## config.mk

```make
export PLATFORM = sky130hd
export DESIGN_NAME = cmd_parser_flat
export DESIGN_NICKNAME = d
export VERILOG_FILES = /design/src/rtl/cmd_parser_if.sv /design/src/rtl/cmd_parser.sv /design/src/flat_wrapper.sv
export SDC_FILE = /design/constraint.sdc
export NUM_CORES = 1
export LEC_CHECK = 0
export CAP_MARGIN = 30
export CORE_MARGIN = 2
export CORE_UTILIZATION = 50
export CTS_CLUSTER_DIAMETER = 80
export CTS_CLUSTER_SIZE = 28
export DETAILED_ROUTE_END_ITERATION = 10
export PLACE_DENSITY_LB_ADDON = 0.2
export REMOVE_ABC_BUFFERS = 1
export SLEW_MARGIN = 10
export SYNTH_ARGS = -nofsm -noshare
export SYNTH_HDL_FRONTEND = slang
export SYNTH_SLANG_ARGS = --single-unit
```

## constraint.sdc

```tcl
create_clock -name clk -period 3.6 [get_ports clk]
set_input_delay 0.72 -clock clk [delete_from_list [all_inputs] [get_ports clk]]
set_output_delay 0.72 -clock clk [all_outputs]
set_load 0.05 [all_outputs]
```

## src/rtl/cmd_parser_if.sv

```systemverilog
// ----------------------------------------------------------------------------
// cmd_parser_if
// Groups the byte-input and register-write signals of cmd_parser.
//
// Signals:
//   rx_data    8   received byte, valid while rx_busy is low
//   rx_busy    1   UART receiver busy flag; 1->0 marks a completed byte
//   wr_en      1   one-cycle register-write strobe
//   wr_addr    4   register address, held between frames
//   wr_data    32  register write value, held between frames
//   clr_all    1   one-cycle clear-all-registers strobe
//   frame_err  1   one-cycle rejected/aborted frame strobe
//   in_frame   1   high while a frame is partially received
//   state_dbg  2   current parser FSM state (debug visibility)
//
// Modports:
//   slave  - the parser (consumes rx_*, produces the rest)
//   master - the byte source / register-file side
// ----------------------------------------------------------------------------
interface cmd_parser_if;
    logic [7:0]  rx_data;
    logic        rx_busy;
    logic        wr_en;
    logic [3:0]  wr_addr;
    logic [31:0] wr_data;
    logic        clr_all;
    logic        frame_err;
    logic        in_frame;
    logic [1:0]  state_dbg;

    modport slave (
        input  rx_data, rx_busy,
        output wr_en, wr_addr, wr_data, clr_all, frame_err, in_frame, state_dbg
    );

    modport master (
        output rx_data, rx_busy,
        input  wr_en, wr_addr, wr_data, clr_all, frame_err, in_frame, state_dbg
    );
endinterface

```

## src/rtl/cmd_parser.sv

```systemverilog
// ----------------------------------------------------------------------------
// cmd_parser
// Parses framed register commands arriving byte by byte from a UART receiver.
// Frame: command byte, then 4 data bytes MSB first (plus an XOR checksum byte
// when CMD_PARSER_CHECKSUM_EN is defined). Commands below NUM_REGS write a
// register, 0x0F clears all registers, anything else is rejected.
//
// Parameters:
//   TIMEOUT_CYCLES  max clk cycles allowed between bytes of one frame
//   NUM_REGS        number of writable register addresses (0..NUM_REGS-1)
//
// Ports:
//   clk   rising-edge clock
//   rst   asynchronous active-high reset
//   bus   cmd_parser_if.slave (rx_data/rx_busy in; wr_en, wr_addr, wr_data,
//         clr_all, frame_err, in_frame, state_dbg out)
//
// Build option:
//   CMD_PARSER_CHECKSUM_EN  adds a 6th checksum byte (XOR of bytes 1..5)
// ----------------------------------------------------------------------------
module cmd_parser #(
    parameter int TIMEOUT_CYCLES = 20000,
    parameter int NUM_REGS       = 12
) (
    input  logic         clk,
    input  logic         rst,
    cmd_parser_if.slave  bus
);

`ifdef CMD_PARSER_CHECKSUM_EN
    typedef enum logic [1:0] {IDLE = 2'd0, DATA = 2'd1, EXEC = 2'd2, CHK = 2'd3} state_t;
`else
    typedef enum logic [1:0] {IDLE = 2'd0, DATA = 2'd1, EXEC = 2'd2} state_t;
`endif

    state_t      state_q, state_d;
    logic        prev_busy_q;
    logic [7:0]  cmd_q, cmd_d;
    logic [31:0] buf_q, buf_d;
    logic [1:0]  cnt_q, cnt_d;
    logic [31:0] gap_q, gap_d;
    logic        wr_en_q, wr_en_d;
    logic        clr_q, clr_d;
    logic        ferr_q, ferr_d;
    logic [3:0]  addr_q, addr_d;
    logic [31:0] data_q, data_d;
`ifdef CMD_PARSER_CHECKSUM_EN
    logic [7:0]  xor_q, xor_d;
`endif

    logic byte_stb;
    logic in_frame_w;
    logic timeout;
    logic do_exec;

    // A byte completes on the falling edge of rx_busy.
    assign byte_stb   = prev_busy_q && !bus.rx_busy;
`ifdef CMD_PARSER_CHECKSUM_EN
    assign in_frame_w = (state_q == DATA) || (state_q == CHK);
`else
    assign in_frame_w = (state_q == DATA);
`endif
    assign timeout    = in_frame_w && (gap_q >= TIMEOUT_CYCLES[31:0]);

    always_comb begin
        state_d = state_q;
        cmd_d   = cmd_q;
        buf_d   = buf_q;
        cnt_d   = cnt_q;
        wr_en_d = 1'b0;
        clr_d   = 1'b0;
        ferr_d  = 1'b0;
        addr_d  = addr_q;
        data_d  = data_q;
        do_exec = 1'b0;
`ifdef CMD_PARSER_CHECKSUM_EN
        xor_d   = xor_q;
`endif
        // Gap counter only runs mid-frame; any accepted byte restarts it.
        gap_d = (byte_stb || !in_frame_w) ? 32'd0 : gap_q + 32'd1;

        case (state_q)
            // EXEC behaves like IDLE for incoming bytes: no back-pressure.
            IDLE, EXEC: begin
                state_d = IDLE;
                if (byte_stb) begin
                    state_d = DATA;
                    cmd_d   = bus.rx_data;
                    buf_d   = 32'd0;
                    cnt_d   = 2'd0;
`ifdef CMD_PARSER_CHECKSUM_EN
                    xor_d   = bus.rx_data;
`endif
                end
            end
            DATA: begin
                // Byte has priority over a simultaneous timeout.
                if (byte_stb) begin
                    buf_d = {buf_q[23:0], bus.rx_data};
                    cnt_d = cnt_q + 2'd1;
`ifdef CMD_PARSER_CHECKSUM_EN
                    xor_d = xor_q ^ bus.rx_data;
                    if (cnt_q == 2'd3) state_d = CHK;
`else
                    if (cnt_q == 2'd3) do_exec = 1'b1;
`endif
                end else if (timeout) begin
                    state_d = IDLE;
                    buf_d   = 32'd0;
                    ferr_d  = 1'b1;
                end
            end
`ifdef CMD_PARSER_CHECKSUM_EN
            CHK: begin
                if (byte_stb) begin
                    if (bus.rx_data == xor_q) begin
                        do_exec = 1'b1;
                    end else begin
                        state_d = IDLE;
                        buf_d   = 32'd0;
                        ferr_d  = 1'b1;
                    end
                end else if (timeout) begin
                    state_d = IDLE;
                    buf_d   = 32'd0;
                    ferr_d  = 1'b1;
                end
            end
`endif
            default: state_d = IDLE;
        endcase

        // Strobes are registered so they appear the cycle after the final byte.
        if (do_exec) begin
            state_d = EXEC;
            if (cmd_q == 8'h0F) begin
                clr_d = 1'b1;
            end else if ({24'd0, cmd_q} < NUM_REGS[31:0]) begin
                wr_en_d = 1'b1;
                addr_d  = cmd_q[3:0];
                data_d  = buf_d;
            end else begin
                ferr_d = 1'b1;
            end
        end
    end

    always_ff @(posedge clk or posedge rst) begin
        if (rst) begin
            state_q     <= IDLE;
            prev_busy_q <= 1'b0;
            cmd_q       <= 8'd0;
            buf_q       <= 32'd0;
            cnt_q       <= 2'd0;
            gap_q       <= 32'd0;
            wr_en_q     <= 1'b0;
            clr_q       <= 1'b0;
            ferr_q      <= 1'b0;
            addr_q      <= 4'd0;
            data_q      <= 32'd0;
`ifdef CMD_PARSER_CHECKSUM_EN
            xor_q       <= 8'd0;
`endif
        end else begin
            state_q     <= state_d;
            prev_busy_q <= bus.rx_busy;
            cmd_q       <= cmd_d;
            buf_q       <= buf_d;
            cnt_q       <= cnt_d;
            gap_q       <= gap_d;
            wr_en_q     <= wr_en_d;
            clr_q       <= clr_d;
            ferr_q      <= ferr_d;
            addr_q      <= addr_d;
            data_q      <= data_d;
`ifdef CMD_PARSER_CHECKSUM_EN
            xor_q       <= xor_d;
`endif
        end
    end

    assign bus.wr_en     = wr_en_q;
    assign bus.clr_all   = clr_q;
    assign bus.frame_err = ferr_q;
    assign bus.wr_addr   = addr_q;
    assign bus.wr_data   = data_q;
    assign bus.in_frame  = in_frame_w;
    assign bus.state_dbg = state_q;

endmodule

```

## src/flat_wrapper.sv

```systemverilog
// flat-port wrapper written by rule: the top's interface ports become plain ports
module cmd_parser_flat 
#(
    parameter int TIMEOUT_CYCLES = 20000,
    parameter int NUM_REGS       = 12
)
  (clk, rst, bus_rx_data, bus_rx_busy, bus_wr_en, bus_wr_addr, bus_wr_data, bus_clr_all, bus_frame_err, bus_in_frame, bus_state_dbg);
  cmd_parser_if bus_i ();
  input  logic clk;
  input  logic rst;
  input wire logic [$bits(bus_i.rx_data)-1:0] bus_rx_data;
  input wire logic [$bits(bus_i.rx_busy)-1:0] bus_rx_busy;
  output wire logic [$bits(bus_i.wr_en)-1:0] bus_wr_en;
  output wire logic [$bits(bus_i.wr_addr)-1:0] bus_wr_addr;
  output wire logic [$bits(bus_i.wr_data)-1:0] bus_wr_data;
  output wire logic [$bits(bus_i.clr_all)-1:0] bus_clr_all;
  output wire logic [$bits(bus_i.frame_err)-1:0] bus_frame_err;
  output wire logic [$bits(bus_i.in_frame)-1:0] bus_in_frame;
  output wire logic [$bits(bus_i.state_dbg)-1:0] bus_state_dbg;
  assign bus_i.rx_data = bus_rx_data;
  assign bus_i.rx_busy = bus_rx_busy;
  assign bus_wr_en = bus_i.wr_en;
  assign bus_wr_addr = bus_i.wr_addr;
  assign bus_wr_data = bus_i.wr_data;
  assign bus_clr_all = bus_i.clr_all;
  assign bus_frame_err = bus_i.frame_err;
  assign bus_in_frame = bus_i.in_frame;
  assign bus_state_dbg = bus_i.state_dbg;
  cmd_parser #(.TIMEOUT_CYCLES(TIMEOUT_CYCLES), .NUM_REGS(NUM_REGS)) u_core (.clk(clk), .rst(rst), .bus(bus_i));
endmodule
```

After elaboration in Yosys (flattened, before gate mapping). Cells that the tools add are included.

Add/sub/neg operators: 2. Magnitude comparators: 2. Equality and inequality tests: 8. Muxes and demuxes: 27. Bitwise logic cells: 1. Reduce and logical (&&, ||, !) cells: 12.

Operator list (count): $mux 32 (4); $pmux 32 s2 (1); $add 32x1->32 const B (1); $ge 32x15->1 const B (1); $mux 1 (15); $mux 2 (5); $eq 8x4->1 const B (1); $lt 8x4->1 const B (1); $pmux 2 s2 (2); $ne 3x3->1 const B (2); $reduce_and 3->1 (2); $eq 2x2->1 const B (2); $ne 2x1->1 const B (2); $reduce_and 2->1 (2); $add 2x1->2 const B (1); $eq 2x1->1 const B (1); $logic_and 1x1->1 (2); $logic_not 1->1 (2); $logic_not 2->1 (1); $reduce_bool 2->1 (1); $reduce_or 2->1 (1); $logic_or 1x1->1 (1); $not 1->1 (1).

Register bits: 116. Bits of input ports: 11. Output and inout bits: 42. Logic and storage cells: 63.

Longest topological paths before layout.
Word-level depth: 8. Depth in mapped cells: 8. Gate-level depth less buffers: 6.

Worst setup path before layout. OpenSTA, ideal clock, no wires.

Path kind: reg2reg. From: register u_core.state_q[1] (netlist: u_core.bus.state_dbg[1]). To: register u_core.buf_q[24]. Setup time: 83 ps. Data arrival time: 2025 ps. Required time: 3517 ps. Path slack: 1493 ps. Stages on the path, launching flop included: 7. Path buffers: 1. Clock period less this slack: 2107 ps. Cell sequence: dfrtp_1 > nand2b_1 > inv_1 > nor2_1 > clkbuf_1 > a22oi_1 > o21ai_0.

Cells in the longest elaborated chain, start to end: 5. Elaborated cells on any way between the ends: 8. Classes of those cells: eq/ne (2); mux (3); reduce/logical (3).

RTL lines: from (decl) (line cmd_parser.sv:36) `state_t state_q, state_d;`; from (signal assigned) (line cmd_parser.sv:165) `state_q <= state_d;`; $eq 2x1->1 * (line cmd_parser.sv:61) `assign in_frame_w = (state_q == DATA);`; named net bus_in_frame (line flat_wrapper.sv:18) `output wire logic [$bits(bus_i.in_frame)-1:0] bus_in_frame;`; $logic_and 1x1->1 (line cmd_parser.sv:63) `assign timeout = in_frame_w && (gap_q >= TIMEOUT_CYCLES[31:0]);`; $mux 32 (line cmd_parser.sv:107) `end else if (timeout) begin`; $mux 32 (line cmd_parser.sv:98) `if (byte_stb) begin`; $pmux 32 s2 * (line cmd_parser.sv:82) `case (state_q)`; named net u_core.buf_d[24] (line cmd_parser.sv:39) `logic [31:0] buf_q, buf_d;`; to (signal assigned) (line cmd_parser.sv:168) `buf_q <= buf_d;`; to (decl) (line cmd_parser.sv:39).

The timed path passes the listed nets; every way through them passes the cells marked *. A chain may end at the register's enable or synchronous reset.

Worst setup path after layout.
From: register u_core.state_q[1] (netlist: u_core.bus.state_dbg[1]). To: output bus_in_frame.

Cells in the longest elaborated chain, start to end: 1.

RTL lines (line): $eq 2x1->1 (cmd_parser.sv:61); to (decl) (flat_wrapper.sv:18).

Every way passes these cells.

==> impl.org <==
** Status
- The flow ran to the end, and the final reports show no timing, DRC or antenna violations.

** Clock tree
- Number of buffers on the longest clock path :: 2
- Clock tree synthesis inserted a total of 17 buffers.
- Number of H-tree levels :: 4
- For this design, the CTS-stage hold fixing added 0 buffers.
- Number of buffers added for setup after CTS :: 0
- Clock insertion delay at the later pin of the skew report :: 0.52 ns
- Clock tree root buffer cell :: clkbuf_8
- TritonCTS clock tree :: built
- Number of clock sinks seen by CTS :: 116
- Clock-pin slew was measured on the worst setup and hold paths at 0.06 ns.
- Post-CTS Resized :: 0

** Power
- In this run the static leakage power is 0.002825 uW.
- Of the total power, the share spent switching nets is 30.62%.
- Proportion of power drawn by flip-flops and latches :: 42.0%
- For this design the total switching power over the nets is 1266 uW.
- Cell internal power was estimated by the tool at 2868 uW.
- P per Cell Area :: 641.9 nW/um^2
- Combinational cells account for 17.7% of the total power.
- Per report_power, the clock group accounts for 40.3% of the total.
- VDD sags by at most 0.4423 mV.

** STA
- Remaining max-slew budget at the tightest pin :: 38.82%
- Worst clock skew on the final layout :: 0.01208 ns
- The routed design could run at a clock period as short as 2.839 ns.
- Post-Route Hold Slack :: 0.4738 ns
- Count of pins over their slew limit :: 0
- For the final routed database, the setup TNS stands at 0 ns.
- F_max :: 352.2 MHz
- The final hold violation count came to 0.
- Setup repair after global routing missed its margin :: false
- Least-Margin Pin Slew :: 0.9108 ns
- After layout, the worst path uses 78.87% of the clock period.
- Setup violations remaining at the end of the flow were counted as 0.

** Logic synthesis
- Total of warnings raised by yosys :: 0
- EDFF count, synth :: 0
- The cell area that synthesis handed to floorplanning was 5162 sq um.
- Most common flop cell mapped by yosys :: dfrtp_1
- Synthesis inferred 116 register bits.
- Post-synthesis async set-or-reset flop share :: 100.0%
- The synthesized design devotes to its leading area cell type 56.23% of total area.
- Post-synthesis area per instance :: 9.796 sq um
- Seq/Total Area, Yosys :: 56.23%
- Most area-consuming cells after synthesis :: dfrtp_1 (56%), o21ai_0 (5.5%), nand2_1 (4.4%)
- Post-synthesis cell type count :: 42
- The synthesized design spends more area on one cell type than any other, namely dfrtp_1.
- Post-Synthesis Cells :: 527

** Critical path
- The setup path with the least slack is of type register to output pin.
- STA classifies the critical path endpoint as an output pin.
- Data on the critical path is required at its endpoint by 2.88 ns.
- At the worst endpoint, the arrival time is 2.12 ns.
- Top fanout value on the critical path :: 7
- STA classifies the critical path startpoint as a register.
- Startpoint of the worst setup timing path :: u_core.bus.state_dbg[1]
- Origin of the critical flop-to-flop path :: u_core.gap_q[0]

** Floorplanning
- Core ar. :: 10,180 sq um
- Die area :: 11,150 sq um
- In this run the horizontal extent of the chip is 105.6 um.
- Site row count :: 37
- The die is 105.6 um tall.
- In this run the count of I/O pins placed on the die edge is 53.
- Initial Util :: 50.69%

** Cells and area
- After the flow finishes, the layout carries non-filler instances totaling 731.
- For this run, the post-layout net count is 596.
- Area added between synthesis and finish :: 24.75%
- Antenna diode instance count :: 0
- In the final layout, the share of cells above drive strength 1 is 11.26%.
- Fill cells in the final layout number 835.

** Detailed routing
- Post-detailed-route count of antenna-violating nets :: 0
- Remaining design rule violation count :: 0
- For this block, the routed nets add up to 10,750 um of wire.
- Average wire per standard cell :: 14.70 um
- The final route contains 3,918 vias.
- For this block, the initial DRC count from the detailed router was 216.
- Average via count per standard cell :: 5.360
- The first TritonRoute pass finished after 5 iterations.

** Job
- The tool flagged a number of max-cap violations equal to 0.

** Placement
- Routability-driven placement finished with a final weighted congestion of 0.8385.
- Placed Cells incl. Taps :: 698
- Number of I/O port buffers :: 52
- Post-DP HPWL :: 7009 um

** Global routing
- The first global-routing pass estimated 18,900 um of wire.
- Overall Global Routing Usage :: 21.33%
- Number of antenna violations at the first check in global routing :: 0
- Vias in the first global route :: 3,920
- Entering global routing, the biggest net connects 76 pins.
- Remaining global-route overflow :: 0

** Min path
- The min-delay analysis places its worst path in the category register to register.
- The startpoint identified for the worst hold timing path is u_core.bus.wr_data[20].
==> worst max-delay path, stage by stage, from the launching register on <==
cell             delay (ns)
dfrtp_1                0.44
nand2b_1               0.21
inv_1                  0.11
clkdlybuf4s50_1        0.84
==> path summary, 6_finish.rpt <==
kind                                          end  slack [ns]  cells past startpoint
max                                  bus_in_frame        0.76                      3
min                        u_core.bus.wr_data[20]        0.47                      2
max reg2reg                      u_core.gap_q[28]        1.41                      6
min reg2reg                u_core.bus.wr_data[20]        0.47                      2
max in group asynchronous  u_core.bus.wr_data[29]        2.22                      3
min in group asynchronous         u_core.cmd_q[0]        0.60                      2
==> layout make-up <==
type                       instances  area (sq um)  area share (%)
clock buffer                      17         414.1           6.431
multi-input combinational        351          2029           31.51
clock inverter                    15         182.7           2.837
timing repair buffer              60         603.1           9.365
sequential                       116          2903           45.07
inverter                          36         137.6           2.137
tap                              136         170.2           2.642
==> cell usage after synthesis, drive strengths merged, types with 12 or more instances <==
master	instances
dfrtp	116
mux2	12
a22oi	28
o21ai	64
nand3	17
nand4	12
nand2	62
clkbuf	17
a21oi	25
xor2	22
nor2	61
inv	36
==> power groups by stage <==
stage | Sequential [uW] | Clock (uW) | Combinational, uW
2_1_floorplan | 1780 | 0 | 449
3_3_place_gp | 1740 | 0 | 707
3_5_place_dp | 1750 | 0 | 731
4_1_cts | 1730 | 1690 | 740
5_1_grt | 1770 | 1760 | 833
6_report | 1730 | 1670 | 733
==> per-layer routing <==
metal	part of all wire (%)	vias to the layer above	wire length [um]	track usage (%)
met2	49	87	5248	33.23
met4	1.0	0	107	8.177
met5	0	-	0	0
met3	3.8	10	413	5.009
met1	46	1901	4979	29.18
li1	-	1920	-	-
==> flip-flops by register name, summed over array words and instances (netlist names) <==
register / flops
u_core.buf_q: 32
u_core.bus.clr_all: 1
u_core.bus.frame_err: 1
u_core.bus.state_dbg: 2
u_core.bus.wr_addr: 4
u_core.bus.wr_data: 32
u_core.bus.wr_en: 1
u_core.cmd_q: 8
u_core.cnt_q: 2
u_core.gap_q: 32
u_core.prev_busy_q: 1
==> stage by stage <==
step | total power [uW] | setup WS, ns | instance area (sq um) | util, %
finish | 4134 | 0.7608 | 6440 | 63.23
global route | 4370 | 0.6861 | 6440 | 63.23
CTS | 4164 | 0.7388 | 6435 | 63.18
detailed placement | 2482 | 0.9203 | 5838 | 57.32
global placement | 2447 | 0.9695 | 5838 | 57.32
floorplan | 2228 | -0.4203 | 5060 | -
==> cells in the final DEF, fill, tap and decap left out, drive strengths merged, types with 4 or more instances in the layout <==
cell type and instances:
o21ai 64, inv 38, nor4 8, and3 8
nand4 12, xnor2 7, nor3 6, a21oi 25
dfrtp 116, clkbuf 18, clkinv 6, nor2 61
xor2 22, nand3 17, mux2 12, a22oi 28
buf 7, clkdlybuf4s50 52, clkinvlp 4, nand2 62
==> logic make-up (layout without fill, tap and decap cells) <==
| kind of cell | Yosys count | count (layout) | share of synthesized area (%) |
|---|---|---|---|
| flops | 116 | 116 | 56.23 |
| mux | 12 | 12 | 2.618 |
| buf+inv | 60 | 128 | 4.605 |
| compound gates | 123 | 123 | 13.81 |
| fa+ha+maj | 3 | 3 | 0.7272 |
| simple gates | 184 | 184 | 17.09 |
| xor+xnor | 29 | 29 | 4.920 |
Power figures use the tool's default switching activity.
